$ cat src/rtl/coo_encoder.sv
// coo_encoder: converts a row-major dense matrix stream into (row, col, val) COO triples behind a valid/ready FIFO
module coo_encoder #(
    parameter int DEPTH   = 8,
    parameter int MAX_NNZ = 32
) (
    input  logic       clk,
    input  logic       rst,
    input  logic       in_valid_size,
    input  logic       in_size,
    input  logic       in_valid,
    input  logic [3:0] in_val,
    output logic       in_ready,
    output logic       out_valid,
    input  logic       out_ready,
    output logic [4:0] out_row,
    output logic [4:0] out_col,
    output logic [3:0] out_val,
    output logic [5:0] nnz,
    output logic       overflow,
    output logic       done
);
    localparam int AW = $clog2(DEPTH);
    localparam logic [AW:0] FULL_CNT = (AW+1)'(DEPTH);
    localparam logic [5:0] NNZ_MAX = 6'(MAX_NNZ);

    typedef enum logic [1:0] {S_IDLE, S_LOAD, S_DRAIN, S_FIN} state_t;

    state_t        state, state_nxt;
    logic [4:0]    n_last;
    logic [4:0]    row, col;
    logic [13:0]   mem [DEPTH];
    logic [AW-1:0] wr_ptr, rd_ptr;
    logic [AW:0]   count;
    logic [13:0]   head;
    logic          start, accept, nonzero, nnz_full, push, pop, last_elem, col_wrap;

    assign start     = (state == S_IDLE) && in_valid_size;
    assign in_ready  = (state == S_LOAD) && (count != FULL_CNT);
    assign accept    = in_valid && in_ready;
    assign nonzero   = in_val != 4'd0;
    assign nnz_full  = nnz == NNZ_MAX;
    assign push      = accept && nonzero && !nnz_full;
    assign out_valid = count != '0;
    assign pop       = out_valid && out_ready;
    assign col_wrap  = col == n_last;
    assign last_elem = accept && col_wrap && (row == n_last);
    assign head      = mem[rd_ptr];
    assign out_row   = out_valid ? head[13:9] : 5'd0;
    assign out_col   = out_valid ? head[8:4] : 5'd0;
    assign out_val   = out_valid ? head[3:0] : 4'd0;
    assign done      = state == S_FIN;

    // state register
    always_ff @(posedge clk or posedge rst) begin
        if (rst) state <= S_IDLE;
        else     state <= state_nxt;
    end

    // next state: scan until the bottom-right element, then wait for the FIFO to empty
    always_comb begin
        state_nxt = state;
        case (state)
            S_IDLE:  state_nxt = in_valid_size ? S_LOAD : S_IDLE;
            S_LOAD:  state_nxt = last_elem ? S_DRAIN : S_LOAD;
            S_DRAIN: state_nxt = (count == '0) ? S_FIN : S_DRAIN;
            default: state_nxt = S_IDLE;
        endcase
    end

    // scan position, matrix size and per-frame statistics
    always_ff @(posedge clk or posedge rst) begin
        if (rst) begin
            n_last   <= 5'd0;
            row      <= 5'd0;
            col      <= 5'd0;
            nnz      <= 6'd0;
            overflow <= 1'b0;
        end else if (start) begin
            n_last   <= in_size ? 5'd31 : 5'd15;
            row      <= 5'd0;
            col      <= 5'd0;
            nnz      <= 6'd0;
            overflow <= 1'b0;
        end else if (accept) begin
            col <= col_wrap ? 5'd0 : col + 5'd1;
            if (col_wrap) row <= row + 5'd1;
            if (push) nnz <= nnz + 6'd1;
            if (nonzero && nnz_full) overflow <= 1'b1;
        end
    end

    // FIFO pointers and occupancy; simultaneous push and pop leave the count unchanged
    always_ff @(posedge clk or posedge rst) begin
        if (rst) begin
            wr_ptr <= '0;
            rd_ptr <= '0;
            count  <= '0;
        end else begin
            if (push) wr_ptr <= wr_ptr + 1'b1;
            if (pop)  rd_ptr <= rd_ptr + 1'b1;
            count <= (push && !pop) ? count + 1'b1 : (!push && pop) ? count - 1'b1 : count;
        end
    end

    // FIFO storage; contents are only visible through out_valid so no reset is needed
    always_ff @(posedge clk) begin
        if (push) mem[wr_ptr] <= {row, col, in_val};
    end
endmodule

$ cat config.mk
export PLATFORM = sky130hd
export DESIGN_NAME = coo_encoder
export DESIGN_NICKNAME = d
export VERILOG_FILES = /design/src/rtl/coo_encoder.sv
export SDC_FILE = /design/constraint.sdc
export NUM_CORES = 1
export LEC_CHECK = 0
export ABC_AREA = 1
export CAP_MARGIN = 10
export CORE_ASPECT_RATIO = 0.6
export CORE_MARGIN = 2
export CORE_UTILIZATION = 55
export DETAILED_ROUTE_END_ITERATION = 8
export PLACE_DENSITY = 0.85
export SLEW_MARGIN = 25
export SYNTH_ARGS = -nofsm -noshare
export SYNTH_HDL_FRONTEND = slang
export SYNTH_SLANG_ARGS = --single-unit
$ cat constraint.sdc
create_clock -name clk -period 3 [get_ports clk]
set_input_delay 0.75 -clock clk [delete_from_list [all_inputs] [get_ports clk]]
set_output_delay 0.75 -clock clk [all_outputs]
set_load 0.005 [all_outputs]
==> impl_metrics.py, run 1 <==
metrics = {
    "logic_synthesis": {
        "synth_area_leaders": "edfxtp_1 53%, dfrtp_1 12%, nor2_1 8.4%",
        "syn_nets": 608,
        "synthArstFlopShare": 0.2168,
        "ys_ff_latch": 143,
        "syn-cell-area_sq_um": 6287,
        "yosysMostFrequentCell": "nor2_1",
        "synth_top_area_cell": "edfxtp_1",
        "synth_top_area_frac": 0.5349,
        "ys_warn_count": 0,
        "post_synth.cell_area_avg_sq_um": 10.69,
        "ys_top_cells_by_count": "140 x nor2_1, 112 x edfxtp_1, 79 x nand2_1",
        "synth_edf_count": 112,
        "ys_seq_area_frac": 0.6583,
        "synth_cell_type_count": 28,
        "yosys_most_used_dff": "edfxtp_1",
        "syn_inst": 588,
    },
    "timing": {
        "min_period_ps": 3027,
        "worst_slack_ps": -27.05,
        "period_share": 1.009,
        "final_hold_viol_count": 0,
        "finalClockSkew_ps": 6.934,
        "finalSetupTns_ps": -27.05,
        "worstMarginPinSlew_ps": 589.2,
        "fmax_mhz": 330.4,
        "rsz0062_at_grt": "true",
        "finalMaxSlewViolations": 0,
        "setup_viol": 1,
        "relSlewSlack": 0.6068,
    },
    "clocking": {
        "clk_pin_slew_ps": 60,
        "hold_buffers": 0,
        "root_buffer": "clkbuf_16",
        "h-tree-depth": 4,
        "worstSkewPairLatency_ps": 420,
        "numCtsBuffers": 17,
        "tritoncts": "yes",
        "clockBufferDepth": 2,
        "cts_sinks": 143,
    },
    "route": {
        "drc": 0,
        "dr.pass1.iters": 5,
        "avgRoutedWirePerCell_microns": 18.66,
        "drt-met1-wl_microns": 5917,
        "met3_length_microns": 1716,
        "ant_nets": 0,
        "first_iter_violations": 486,
        "vias": 4688,
        "routed_wl_microns": 15010,
        "top_layer_used": "met4",
        "dr_wl_met2_microns": 7085,
        "vias_per_cell": 5.831,
    },
    "run_status": {
        "violations": "setup timing",
        "status": "finished, violations left",
    },
    "cells_and_area": {
        "antenna-diode-count": 0,
        "final_core_util": 0.6780,
        "fillers": 742,
        "layout-drive-gt1-share": 0.1152,
        "syn_to_final_growth_pct": 21.03,
        "nets": 667,
    },
    "global_routing": {
        "overflow": 0,
        "grt_pass1_wl_microns": 22300,
        "grt_max_degree": 59,
        "antenna_found_initial": 0,
        "grt_pass1_vias": 4368,
        "track_usage": 0.2456,
    },
    "floorplanning": {
        "core_sq_um": 11220,
        "initial_core_util": 0.5602,
        "die_x_microns": 142.0,
        "pin_count": 34,
        "dieHeight_microns": 86.82,
        "dieArea_sq_um": 12330,
        "num_rows": 30,
    },
    "critical_path": {
        "path_cells": "buf_4 -> clkbuf_16 -> o21ai_0 -> o21ai_1 -> o21ai_1 -> nor2_1 -> clkdlybuf4s50_1",
        "path_common_cell": "o21ai_1",
        "cp_top_family": "buffers and inverters",
        "cp.required_ps": 2250,
        "critPathArrivalTime_ps": 2280,
        "r2r_start": "nnz[0]",
        "critical-path-slowest-cell": "dfrtp_2",
        "cp-start-kind": "flop",
        "slowest_delay_ps": 460,
        "crit_type": "reg2out",
        "critPathCaptureType": "primary output",
        "crit_start": "rd_ptr[0]",
        "crit_buf_inv": 3,
        "crit_fanout": 11,
    },
    "placed_design": {
        "place.gp.congestion": 0.7925,
        "place_hpwl_microns": 8660,
        "io_buffers": 33,
    },
    "power": {
        "vdd_drop_max_mv": 0.5097,
        "p_leak_nw": 3.046,
        "power_density_nw_per_um2": 1075,
    },
    "run": {
        "maxCapViolCount": 0,
    },
    "worst_hold_path": {
        "min_from": "overflow",
        "min_path_type": "reg2reg",
    },
}
==> power by group <==
part	total, W	internal, W	leakage [nW]	switching (W)
registers	0.00305	0.00265	1.42	0.000404
clock network	0.00194	0.00113	0.255	0.000811
logic	0.00318	0.00137	1.37	0.00181
total	0.00818	0.00515	3.05	0.00303
==> area by class of cell <==
| type | instances | area (sq um) | area share |
|---|---|---|---|
| well taps | 144 | 180.2 | 0.02368 |
| flip-flops and latches | 143 | 4141 | 0.5442 |
| repair buffers | 64 | 744.5 | 0.09783 |
| multi-input cells | 393 | 1886 | 0.2478 |
| clock buffers | 18 | 429.2 | 0.05640 |
| inverters | 28 | 107.6 | 0.01414 |
| clock inverters | 14 | 121.4 | 0.01595 |
==> state kept, by name, summed over array words and instances (netlist names) <==
signal and count:
count 4, rd_ptr 3, state 2, wr_ptr 3, nnz 6, n_last 2
mem 112, overflow 1, row 5, col 5
==> worst register-to-register path: stages (launching register included) <==
cell and delay [ps]:
dfrtp_1 440, inv_1 100, ha_1 200, nand2_1 60
nor2_1 70, nor2_2 160, ha_1 200, inv_1 60
ha_1 270, nand2_1 70, inv_1 40, o21ai_0 200
nand2_1 100, nand2_1 70, nand2_1 50, nand2_1 40
o21ai_0 60
==> path summary, 6_finish.rpt <==
| check | endpoint | slack (ps) | cells after the start |
|---|---|---|---|
| max in group asynchronous | rd_ptr[1] | 1990 | 3 |
| max | out_row[1] | -30 | 7 |
| min in group asynchronous | count[2] | 700 | 3 |
| max reg2reg | count[3] | 690 | 16 |
| min reg2reg | overflow | 550 | 2 |
| min | overflow | 550 | 2 |
==> cell families after synthesis <==
| family | Yosys count | synth area share |
|---|---|---|
| xor gates and xnor gates | 14 | 0.01950 |
| DFF | 143 | 0.6583 |
| and+or+nand+nor | 260 | 0.1725 |
| AOI/OAI and AO/OA | 109 | 0.08677 |
| adders and majority gates | 10 | 0.02109 |
| buffers and inverters | 52 | 0.04179 |
==> repair_timing <==
| action | CTS | global route |
|---|---|---|
| cloned | 0 | 5 |
| pin swaps | 0 | 4 |
| endpoints found under the hold margin | 0 | 0 |
| gates resized for setup | 1 | 13 |
| buffers inserted | 0 | 1 |
| setup endpoints to repair | 1 | 15 |
==> per-stage QoR <==
stage                     area, sq um  power (W)  worst slack, ps  hold slack, ps  instances
after CTS                        7466   0.007934            4.213           541.0        798
after floorplan                  6287   0.004757            569.5           482.6        588
final                            7610   0.008179           -27.05           545.5        804
after global routing             7610   0.008645           -81.68           572.8        804
after global placement           6915   0.005817           -12.02           502.2        766
after detailed placement         6915   0.005965           -117.8           529.4        766
==> layer usage <==
metal  vias to the layer above  global-route usage
met2                       298              0.3860
met4                         0             0.08545
met1                      2233              0.3323
met5                         -                   0
li1                       2126                   -
met3                        31             0.07238
==> cells in the final DEF (no fill, tap or decap), types with 2 or more instances in the layout <==
| cell type | instances |
|---|---|
| inv_1 | 24 |
| xnor2_1 | 4 |
| nand2_2 | 3 |
| nand2_1 | 79 |
| o21ai_0 | 59 |
| o21ai_1 | 46 |
| buf_4 | 19 |
| nor2_4 | 2 |
| edfxtp_1 | 112 |
| nor2_1 | 140 |
| ha_1 | 9 |
| dlymetal6s2s_1 | 8 |
| inv_2 | 3 |
| clkdlybuf4s50_1 | 25 |
| clkbuf_16 | 21 |
| dfrtp_1 | 29 |
| clkinv_2 | 3 |
| dfrtp_2 | 2 |
| clkinvlp_4 | 5 |
| a21oi_1 | 4 |
| nand3_1 | 21 |
| nand3b_1 | 9 |
| xor2_1 | 10 |
| clkinv_4 | 4 |
| buf_12 | 7 |
Power figures use the tool's default switching activity.
==> run 2: changes to the inputs <==
--- a/constraint.sdc
+++ b/constraint.sdc
@@ -3,2 +3,2 @@
 set_output_delay 0.75 -clock clk [all_outputs]
-set_load 0.005 [all_outputs]
+set_load 0.01 [all_outputs]
==> impl_metrics.py, run 2 (same netlist as run 1, synthesis figures left out) <==
metrics = {
    "route": {
        "dr.pass1.iters": 7,
        "ant_nets": 0,
        "routed_wl_microns": 14340,
        "vias": 4514,
        "drc": 0,
        "vias_per_cell": 5.614,
        "avgRoutedWirePerCell_microns": 17.84,
        "first_iter_violations": 431,
    },
    "critical_path": {
        "critPathArrivalTime_ps": 2190,
        "critical-path-slowest-cell": "clkdlybuf4s50_1",
        "path_common_cell": "o21ai_1",
        "crit_fanout": 20,
        "critPathCaptureType": "primary output",
        "cp.required_ps": 2250,
        "path_cells": "inv_2 -> buf_6 -> o21ai_0 -> o21ai_1 -> o21ai_1 -> nor2_1 -> clkdlybuf4s50_1",
        "cp-start-kind": "flop",
        "crit_type": "reg2out",
        "slowest_delay_ps": 540,
    },
    "clocking": {
        "clockBufferDepth": 2,
        "h-tree-depth": 4,
        "clk_pin_slew_ps": 60,
        "cts_sinks": 143,
        "tritoncts": "yes",
        "root_buffer": "clkbuf_16",
        "worstSkewPairLatency_ps": 420,
        "numCtsBuffers": 17,
        "cts_setup_buffers": 0,
    },
    "cells_and_area": {
        "final_common_cell": "nor2_1",
        "layout-drive-gt1-share": 0.1152,
        "regMostFlops": "mem",
        "layout_common_cells": "140 x nor2_1, 112 x edfxtp_1, 79 x nand2_1",
        "reg_top3": "mem: 112 flops, nnz: 6 flops",
        "nets": 667,
        "antenna-diode-count": 0,
        "largest_reg_flops": 112,
        "final_core_util": 0.6719,
        "syn_to_final_growth_pct": 19.94,
    },
    "timing": {
        "worst_slack_ps": 58.52,
        "final_hold_viol_count": 0,
        "finalClockSkew_ps": 7.719,
        "relSlewSlack": 0.6016,
        "finalSetupTns_ps": 0,
        "setup_viol": 0,
        "min_period_ps": 2941,
        "worstMarginPinSlew_ps": 597.0,
        "rsz0062_at_grt": "true",
        "fmax_mhz": 340.0,
        "finalMaxSlewViolations": 0,
        "period_share": 0.9805,
    },
    "run_status": {
        "status": "finished clean",
    },
    "floorplanning": {
        "dieHeight_microns": 86.82,
        "core_sq_um": 11220,
        "dieArea_sq_um": 12330,
        "pin_count": 34,
        "num_rows": 30,
        "initial_core_util": 0.5602,
        "die_x_microns": 142.0,
    },
    "global_routing": {
        "track_usage": 0.2498,
        "grt_max_degree": 59,
        "grt_pass1_wl_microns": 22900,
        "grt_pass1_vias": 4515,
        "antenna_found_initial": 0,
        "overflow": 0,
    },
    "run": {
        "maxCapViolCount": 0,
    },
    "placed_design": {
        "place_hpwl_microns": 9156,
        "dpl_worst_slack_ps": -128.2,
        "place.gp.congestion": 0.7783,
        "io_buffers": 33,
    },
    "power": {
        "vdd_drop_max_mv": 0.5760,
        "p_leak_nw": 3.010,
        "power_density_nw_per_um2": 1073,
        "fin_total_pwr_w": 0.008089,
    },
    "worst_hold_path": {
        "min_path_type": "reg2reg",
    },
}
==> run 2: changes by cell type in the layout (fill, tap and decap cells not counted), sizes merged, moves of 2 or more <==
cell and change:
clkinv -5, buf +4, clkbuf -3, clkinvlp +2, dlygate4sd2 +2, inv +2
==> run 2: path summary, 6_finish.rpt <==
check | start | endpoint | slack, ps | depth (start not counted)
max | rd_ptr[0] | out_row[3] | 60 | 7
min | overflow | overflow | 550 | 2
max reg2reg | nnz[0] | count[3] | 610 | 16
min reg2reg | overflow | overflow | 550 | 2
max in group asynchronous | rst | rd_ptr[0] | 1970 | 3
min in group asynchronous | rst | count[2] | 720 | 3
==> run 2: cell type report <==
class	count	area, sq um
sequential	143	4140
timing repair buffer	64	671.9
inverter	28	105.1
clock buffer	19	442.9
clock inverter	13	115.1
multi-input combinational	393	1886
tap	144	180.2
fill	780	3682
==> run 2: layer usage <==
metal,global-route usage,up-vias,share of wire
met5,0,-,0
met4,0.07182,0,0.018
met3,0.06409,25,0.064
met2,0.4023,168,0.48
met1,0.3419,2200,0.44
li1,-,2121,-
==> run 2: critical path, delay by kind of cell (launching register included) <==
family	cells	cell delay (ps)
compound gates	3	350
buf+inv	3	840
simple gates	1	120
flops	1	470
==> run 2: power by group <==
part	total [W]	switching, W	internal (W)
combinational	0.00308	0.00183	0.00126
clock	0.00196	0.000804	0.00116
sequential	0.00304	0.000394	0.00265
==> run 2: what timing repair did <==
| item | CTS | global route |
|---|---|---|
| pin swaps | 1 | 0 |
| hold buffers | 0 | 0 |
| gates cloned | 0 | 0 |
| endpoints found under the setup margin | 7 | 11 |
| gates resized for setup | 5 | 10 |
| hold endpoints to repair | 0 | 0 |
==> run 2: through the flow <==
stage | hold WS [ps] | std cells | cell area, sq um
2_1_floorplan | 482.6 | 588 | 6287
3_3_place_gp | 503.1 | 772 | 6948
3_5_place_dp | 540.9 | 772 | 6948
4_1_cts | 549.7 | 804 | 7512
5_1_grt | 555.9 | 804 | 7541
6_report | 550.1 | 804 | 7541
